$ cat src/rtl/result_serializer_if.sv
// Valid/ready word stream carrying serialized result words to the downstream consumer.
interface result_serializer_if #(
   parameter int BIT_WIDTH = 16
);
   logic [BIT_WIDTH-1:0] o_data;
   logic                 o_valid;
   logic                 o_last;
   logic                 i_ready;

   modport master (output o_data, output o_valid, output o_last, input i_ready);
   modport slave  (input o_data, input o_valid, input o_last, output i_ready);
endinterface

$ cat src/rtl/result_serializer.sv
// Snapshots a parallel result frame and streams it one word per cycle over valid/ready.
// Optional SER_HEADER_EN: emit a {mode, N_WORDS} header word ahead of the frame data.
module result_serializer #(
   parameter int BIT_WIDTH = 16,
   parameter int N_WORDS   = 64
) (
   input  logic                 i_clk,
   input  logic                 i_rstb,
   input  logic [BIT_WIDTH-1:0] i_frame [N_WORDS-1:0],
   input  logic                 i_start,
   input  logic [1:0]           i_mode,
   result_serializer_if.master  m_if,
   output logic                 o_busy,
   output logic                 o_done
);
   localparam int IDX_W = $clog2(N_WORDS);
   localparam logic [IDX_W-1:0] LAST_IDX = IDX_W'(N_WORDS - 1);

   typedef enum logic [1:0] {S_IDLE, S_HEADER, S_STREAM, S_DONE} state_t;

   state_t               state_q, state_d;
   logic [IDX_W-1:0]     idx_q, idx_d, idx_inc;
   logic [BIT_WIDTH-1:0] buf_q [N_WORDS-1:0];
   logic [BIT_WIDTH-1:0] buf_d [N_WORDS-1:0];
   logic [BIT_WIDTH-1:0] data_q, data_d;
   logic                 valid_q, valid_d;
   logic                 last_q, last_d;
   logic                 busy_q, busy_d;
   logic                 done_q, done_d;
   logic                 capture;
   logic                 xfer;

   assign capture = (state_q == S_IDLE) && i_start && (i_mode != 2'b00);
   assign xfer    = valid_q && m_if.i_ready;
   assign idx_inc = idx_q + 1'b1;

   always_comb begin
      buf_d = buf_q;
      if (capture) begin
         buf_d = i_frame;
      end
   end

   // Output word is registered, so the next word is looked up one edge ahead.
   always_comb begin
      state_d = state_q;
      idx_d   = idx_q;
      data_d  = data_q;
      valid_d = valid_q;
      last_d  = last_q;
      busy_d  = busy_q;
      done_d  = 1'b0;
      case (state_q)
         S_IDLE: begin
            if (capture) begin
               busy_d  = 1'b1;
               valid_d = 1'b1;
               last_d  = 1'b0;
               idx_d   = '0;
`ifdef SER_HEADER_EN
               state_d = S_HEADER;
               data_d  = {i_mode, (BIT_WIDTH-2)'(N_WORDS)};
`else
               state_d = S_STREAM;
               data_d  = i_frame[0];
`endif
            end
         end
         S_HEADER: begin
            if (xfer) begin
               state_d = S_STREAM;
               data_d  = buf_q[0];
               last_d  = 1'b0;
            end
         end
         S_STREAM: begin
            if (xfer) begin
               if (idx_q == LAST_IDX) begin
                  state_d = S_DONE;
                  idx_d   = '0;
                  data_d  = '0;
                  valid_d = 1'b0;
                  last_d  = 1'b0;
                  busy_d  = 1'b0;
                  done_d  = 1'b1;
               end else begin
                  idx_d  = idx_inc;
                  data_d = buf_q[idx_inc];
                  last_d = (idx_inc == LAST_IDX);
               end
            end
         end
         S_DONE: begin
            state_d = S_IDLE;
         end
         default: begin
            state_d = S_IDLE;
         end
      endcase
   end

   always_ff @(posedge i_clk) begin
      buf_q <= buf_d;
   end

   always_ff @(posedge i_clk) begin
      if (i_rstb) begin
         state_q <= S_IDLE;
         idx_q   <= '0;
         data_q  <= '0;
         valid_q <= 1'b0;
         last_q  <= 1'b0;
         busy_q  <= 1'b0;
         done_q  <= 1'b0;
      end else begin
         state_q <= state_d;
         idx_q   <= idx_d;
         data_q  <= data_d;
         valid_q <= valid_d;
         last_q  <= last_d;
         busy_q  <= busy_d;
         done_q  <= done_d;
      end
   end

   assign m_if.o_data  = data_q;
   assign m_if.o_valid = valid_q;
   assign m_if.o_last  = last_q;
   assign o_busy       = busy_q;
   assign o_done       = done_q;
endmodule

$ cat src/flat_wrapper.sv
// flat-port wrapper written by rule: the top's interface ports become plain ports
module result_serializer_flat 
#(
   parameter int BIT_WIDTH = 16,
   parameter int N_WORDS   = 64
)
  (i_clk, i_rstb, i_frame, i_start, i_mode, o_busy, o_done, m_if_o_data, m_if_o_valid, m_if_o_last, m_if_i_ready);
  result_serializer_if #(.BIT_WIDTH(BIT_WIDTH)) m_if_i ();
  input  logic i_clk;
  input  logic i_rstb;
  input  logic [BIT_WIDTH-1:0] i_frame[N_WORDS-1:0];
  input  logic i_start;
  input  logic [1:0] i_mode;
  output logic o_busy;
  output logic o_done;
  output wire logic [$bits(m_if_i.o_data)-1:0] m_if_o_data;
  output wire logic [$bits(m_if_i.o_valid)-1:0] m_if_o_valid;
  output wire logic [$bits(m_if_i.o_last)-1:0] m_if_o_last;
  input wire logic [$bits(m_if_i.i_ready)-1:0] m_if_i_ready;
  assign m_if_o_data = m_if_i.o_data;
  assign m_if_o_valid = m_if_i.o_valid;
  assign m_if_o_last = m_if_i.o_last;
  assign m_if_i.i_ready = m_if_i_ready;
  result_serializer #(.BIT_WIDTH(BIT_WIDTH), .N_WORDS(N_WORDS)) u_core (.i_clk(i_clk), .i_rstb(i_rstb), .i_frame(i_frame), .i_start(i_start), .i_mode(i_mode), .m_if(m_if_i), .o_busy(o_busy), .o_done(o_done));
endmodule
$ cat config.mk
export PLATFORM = sky130hd
export DESIGN_NAME = result_serializer_flat
export DESIGN_NICKNAME = d
export VERILOG_FILES = /design/src/rtl/result_serializer_if.sv /design/src/rtl/result_serializer.sv /design/src/flat_wrapper.sv
export SDC_FILE = /design/constraint.sdc
export NUM_CORES = 1
export LEC_CHECK = 0
export BUFFER_PORTS_ARGS = -buffer_cell sky130_fd_sc_hd__buf_2
export CAP_MARGIN = 5
export CORE_AREA = 2 2 410 412
export DETAILED_ROUTE_END_ITERATION = 8
export DIE_AREA = 0 0 412 414
export PLACE_DENSITY = 0.44
export SLEW_MARGIN = 25
export SYNTH_ARGS = -nofsm -noshare
export SYNTH_HDL_FRONTEND = slang
export SYNTH_SLANG_ARGS = --single-unit
export TNS_END_PERCENT = 20
$ cat constraint.sdc
create_clock -name i_clk -period 76.5 [get_ports i_clk]
set_input_delay 15.3 -clock i_clk [delete_from_list [all_inputs] [get_ports i_clk]]
set_output_delay 15.3 -clock i_clk [all_outputs]
set_load 0.03 [all_outputs]
---- Word level (Yosys, flattened, before mapping) ----
Index checks and enable logic that the tools add are counted.
operators by class
  reductions and logical operators ........ 12
  shifts and indexed selects .............. 0
  multiply operators ...................... 0
  bitwise logic cells ..................... 2
  multiplexer cells ....................... 26
  divide/modulo/power cells ............... 0
  magnitude comparators ................... 1
  add/sub/neg operators ................... 1
  equality and inequality tests ........... 9
operators with widths
  cell                   count
  $bmux W16 S6           1
  $mux W16               5
  $pmux W16 S3           1
  $mux W6                3
  $eq A6 B6 Y1 const B   2
  $pmux W6 S2            1
  $reduce_and A4 Y1      3
  $mux W1                8
  $mux W2                4
  $ne A2 B1 Y1 const B   4
  $pmux W2 S4            1
  $lt A6 B7 Y1 const B   1
  $add A6 B1 Y6 const B  1
  $eq A2 B2 Y1 const B   2
  $reduce_bool A2 Y1     2
  $logic_and A1 B1 Y1    3
  $pmux W1 S3            1
  $reduce_and A3 Y1      1
  $reduce_bool A3 Y1     1
  $reduce_or A3 Y1       1
  $eq A2 B1 Y1 const B   1
  $logic_not A2 Y1       1
  $not A1 Y1             2
  $pmux W1 S2            1
storage, ports and cells
  memory bits (writable) .................. 0
  word-level logic and storage cells ...... 121
  memories kept ........................... 0
  register bits after elaboration ......... 1,051
  bits in latches ......................... 0
  memory bits (read-only) ................. 0

---- Logic depth before layout (Yosys ltp) ----
  depth after elaboration ................. 6
  depth in mapped cells ................... 17
  depth with buffers taken out ............ 8

---- Worst setup path after synthesis ----
Ideal clock, no wire load.
  path kind ............................... input-to-reg
  start ................................... in i_mode[1]
  end ..................................... reg u_core.buf_q[0] in the netlist's numbering (enable)
  setup slack ............................. 16,170 ps
  data required time ...................... 74,050 ps
  stages on the path ...................... 2
  arrival time ............................ 57,880 ps
  setup time .............................. 2,450 ps
  buffers on the path ..................... 0
  cells stage by stage .................... o21ai_0 > nor2_1
on the way
  longest elaborated chain between the ends .. 2
ends and longest elaborated chain
  what                  line                      source
  start, declared       flat_wrapper.sv:13        input logic [1:0] i_mode;
  $reduce_bool A2 Y1    result_serializer.sv:33   assign capture = (state_q == S_IDLE) && i_start && (i_mode != 2'b00);
  $logic_and A1 B1 Y1   result_serializer.sv:33
  via u_core.capture    result_serializer.sv:30   logic capture;
  end signal, assigned  result_serializer.sv:103  buf_q <= buf_d;
  end, declared         result_serializer.sv:23   logic [BIT_WIDTH-1:0] buf_q [N_WORDS-1:0];
The timed path passes the listed nets, and every way through them passes these cells.
A chain may end at the register's enable or synchronous reset.

---- Final worst setup path ----
  start ................................... in i_start
  end ..................................... reg u_core.buf_q[539] in the netlist's numbering (enable)
on the way
  longest elaborated chain between the ends .. 2
ends and longest elaborated chain
  what                              line                     source
  start, declared                   flat_wrapper.sv:12       input logic i_start;
  $logic_and A1 B1 Y1 (2 in a row)  result_serializer.sv:33
  via u_core.capture                result_serializer.sv:30
The timed path passes the listed nets, and every way through them passes these cells.

==> flow_summary.toml <==
[route]
drt_pass1_iterations = 5
dr.first_iter.drc_count = 1991
vias = 24000
routed_wl_um = 154000
drc = 0
wire_per_inst_um = 28.8
via_per_inst = 4.47
ant_nets = 0

[finish]
post-route-util = 0.317
layout-drive-gt1-share = 0.496
fin_cells = 5356
final_common_cell = "buf_2"
layout_common_cells = "buf_2, edfxtp_1, mux4_2, nand2_1, clkbuf_16"
final_nets = 4048
area_growth_pct = 29.4

[synthesis]
ys_async_sr_fraction = 0
synth_edf_count = 1024
synth_top_area_frac = 0.756
ys_seq_area_frac = 0.769
syn_nets = 2939
synth_top_area_cell = "edfxtp_1"
synthFlopType = "edfxtp_1"
syn_inst = 1902
ys_seq_elements = 1051
syn_area_um2 = 40700
avgSynthCellArea_um2 = 21.4
yosys_warnings = 0
synth_cell_types = 55
synthTopCellsByArea = "edfxtp_1, mux4_2, nand2_1"

[clock_tree]
clock_path_buffers = 3
cts_root_buf = "clkbuf_16"
cts_buffers = 121
path_clk_slew_ps = 60
insertion_delay_ps = 770
ctsResizeCount = 0
clock_sinks = 1051
h-tree-depth = 3
post_cts_buffers = 0
hold_buffers = 0
cts_tree = "yes"

[floorplanning]
die_w_um = 412
core_um2 = 166000
die_area_um2 = 171000
num_rows = 150
initial_core_util = 0.245
ios = 1050
fp.dieH_um = 414

[sta]
fmax_mhz = 55.5
finClkSkew_ps = 45.6
hold_violations = 0
finalSetupViolCount = 0
finalCriticalPeriod_ps = 18030
tightestPinTransition_ps = 1190
fin_setup_tns_ps = 0
rsz0062_at_grt = "no"
fin_crit_sh = 0.236
slew_violations = 0
slew_headroom = 0.203

[global_routing]
grt_use_total = 0.176
grt_first_pass_wirelength_um = 206000
grt_pass1_vias = 25000
antenna_found_initial = 143
grt_max_degree = 182
grt-ovfl-total = 0

[power]
peakVddDrop_uv = 19.5
p_leak_nw = 18.9
p_per_area_nw_per_um2 = 27.2

[critical_path]
rr_worst_depth = 8
endpoint_kind = "register"
worstReg2RegEnd = "u_core.m_if.o_data[13]$_SDFFE_PP0P_"
crit_required_ps = 76960
crit_start = "i_start"
critPathKind = "in2reg"
r2r-start = "u_core.idx_q[0]$_SDFFE_PP0P_"
arrival_ps = 18490
reg2reg_slack_ps = 71300
critPathCapture = "u_core.buf_q[539]$_DFFE_PP_"
crit_fanout = 171
critPathLaunchType = "primary input"

[place]
gp_congestion = 0.811
dp_hpwl_um = 115000
io_buffers = 1049
place_inst = 5090

[worst_hold_path]
hold_path_class = "reg2reg"

[run_status]
outcome = "complete, no violations"

[run]
timing.max_cap.violations = 0
## power by group
part | internal, mW | total (mW) | switching, mW
registers | 0.688 | 0.702 | 0.0145
clock network | 0.329 | 0.577 | 0.248
logic | 0.0657 | 0.153 | 0.0870
## cell usage after synthesis (all sizes together) (7+ instances only)
master and n:
a221oi 10, edfxtp 1024, o21ai 14, nor3 12, clkbuf 41, a32oi 15
buf 62, nand3 53, ha 7, o211ai 7, mux2i 15, nand2 172
nand4 7, nor2 34, nor4 7, mux4 272, inv 9, a221o 9
a2111oi 8, or3 9, a211oi 8, a21oi 33, a31oi 10, dfxtp 27
## worst min-delay path by stage
stage	from	to	slack [ps]	cells after the start
after floorplan	u_core.state_q[0]$_SDFFE_PP0P_	u_core.state_q[0]$_SDFFE_PP0P_	530	2
after global placement	u_core.m_if.o_last$_SDFFE_PP0P_	u_core.m_if.o_last$_SDFFE_PP0P_	460	2
after detailed placement	u_core.m_if.o_last$_SDFFE_PP0P_	u_core.m_if.o_last$_SDFFE_PP0P_	470	2
after CTS	u_core.m_if.o_last$_SDFFE_PP0P_	u_core.m_if.o_last$_SDFFE_PP0P_	480	2
after global routing	u_core.m_if.o_last$_SDFFE_PP0P_	u_core.m_if.o_last$_SDFFE_PP0P_	490	2
final	u_core.m_if.o_last$_SDFFE_PP0P_	u_core.m_if.o_last$_SDFFE_PP0P_	470	2
## metal layers
layer  vias to the layer above  GRT usage  routed length [um]
met4                        88     0.0363                3500
met2                       967      0.309               78400
li1                      10300          -                   -
met5                         -          0                 556
met3                       333     0.0556               11700
met1                     12300      0.210               59900
## state kept, by name (all words and copies together), names as in the netlist
register,cells
u_core.m_if.o_valid,1
u_core.state_q,2
u_core.m_if.o_data,16
u_core.idx_q,6
u_core.m_if.o_last,1
u_core.buf_q,1024
u_core.o_done,1
## kinds of logic after synthesis
group / synth area share
DFF: 0.769
and+or+nand+nor: 0.0320
muxes: 0.156
AOI/OAI and AO/OA: 0.0244
buffers and inverters: 0.0156
adders and majority gates: 0.00215
xor gates and xnor gates: 0.00126
## critical path, cell delays in order
cell and delay (ps):
buf_2 180, o21ai_0 360, nor2_4 500, buf_16 220
buf_12 480, buf_4 700, buf_12 300
## cell type report
class / count / area, um2
multi-input combinational: 739 / 8880
antenna: 34 / 85.1
clock inverter: 88 / 833
clock buffer: 142 / 3110
inverter: 9 / 33.8
fill: 16500 / 114000
sequential: 1051 / 31300
tap: 2204 / 2760
timing repair buffer: 1089 / 5680
## stage by stage
| step | total power, mW | cell area, um2 | hold slack (ps) | worst slack [ps] |
|---|---|---|---|---|
| 3_5_place_dp | 0.870 | 48600 | 467 | 56740 |
| 2_1_floorplan | 0.876 | 40700 | 535 | 16170 |
| 5_1_grt | 1.49 | 52600 | 491 | 58370 |
| 4_1_cts | 1.45 | 52500 | 476 | 57570 |
| 3_3_place_gp | 0.869 | 48600 | 456 | 56770 |
| 6_report | 1.43 | 52700 | 473 | 58470 |
Note: power is estimated with default switching activity, not from simulation.
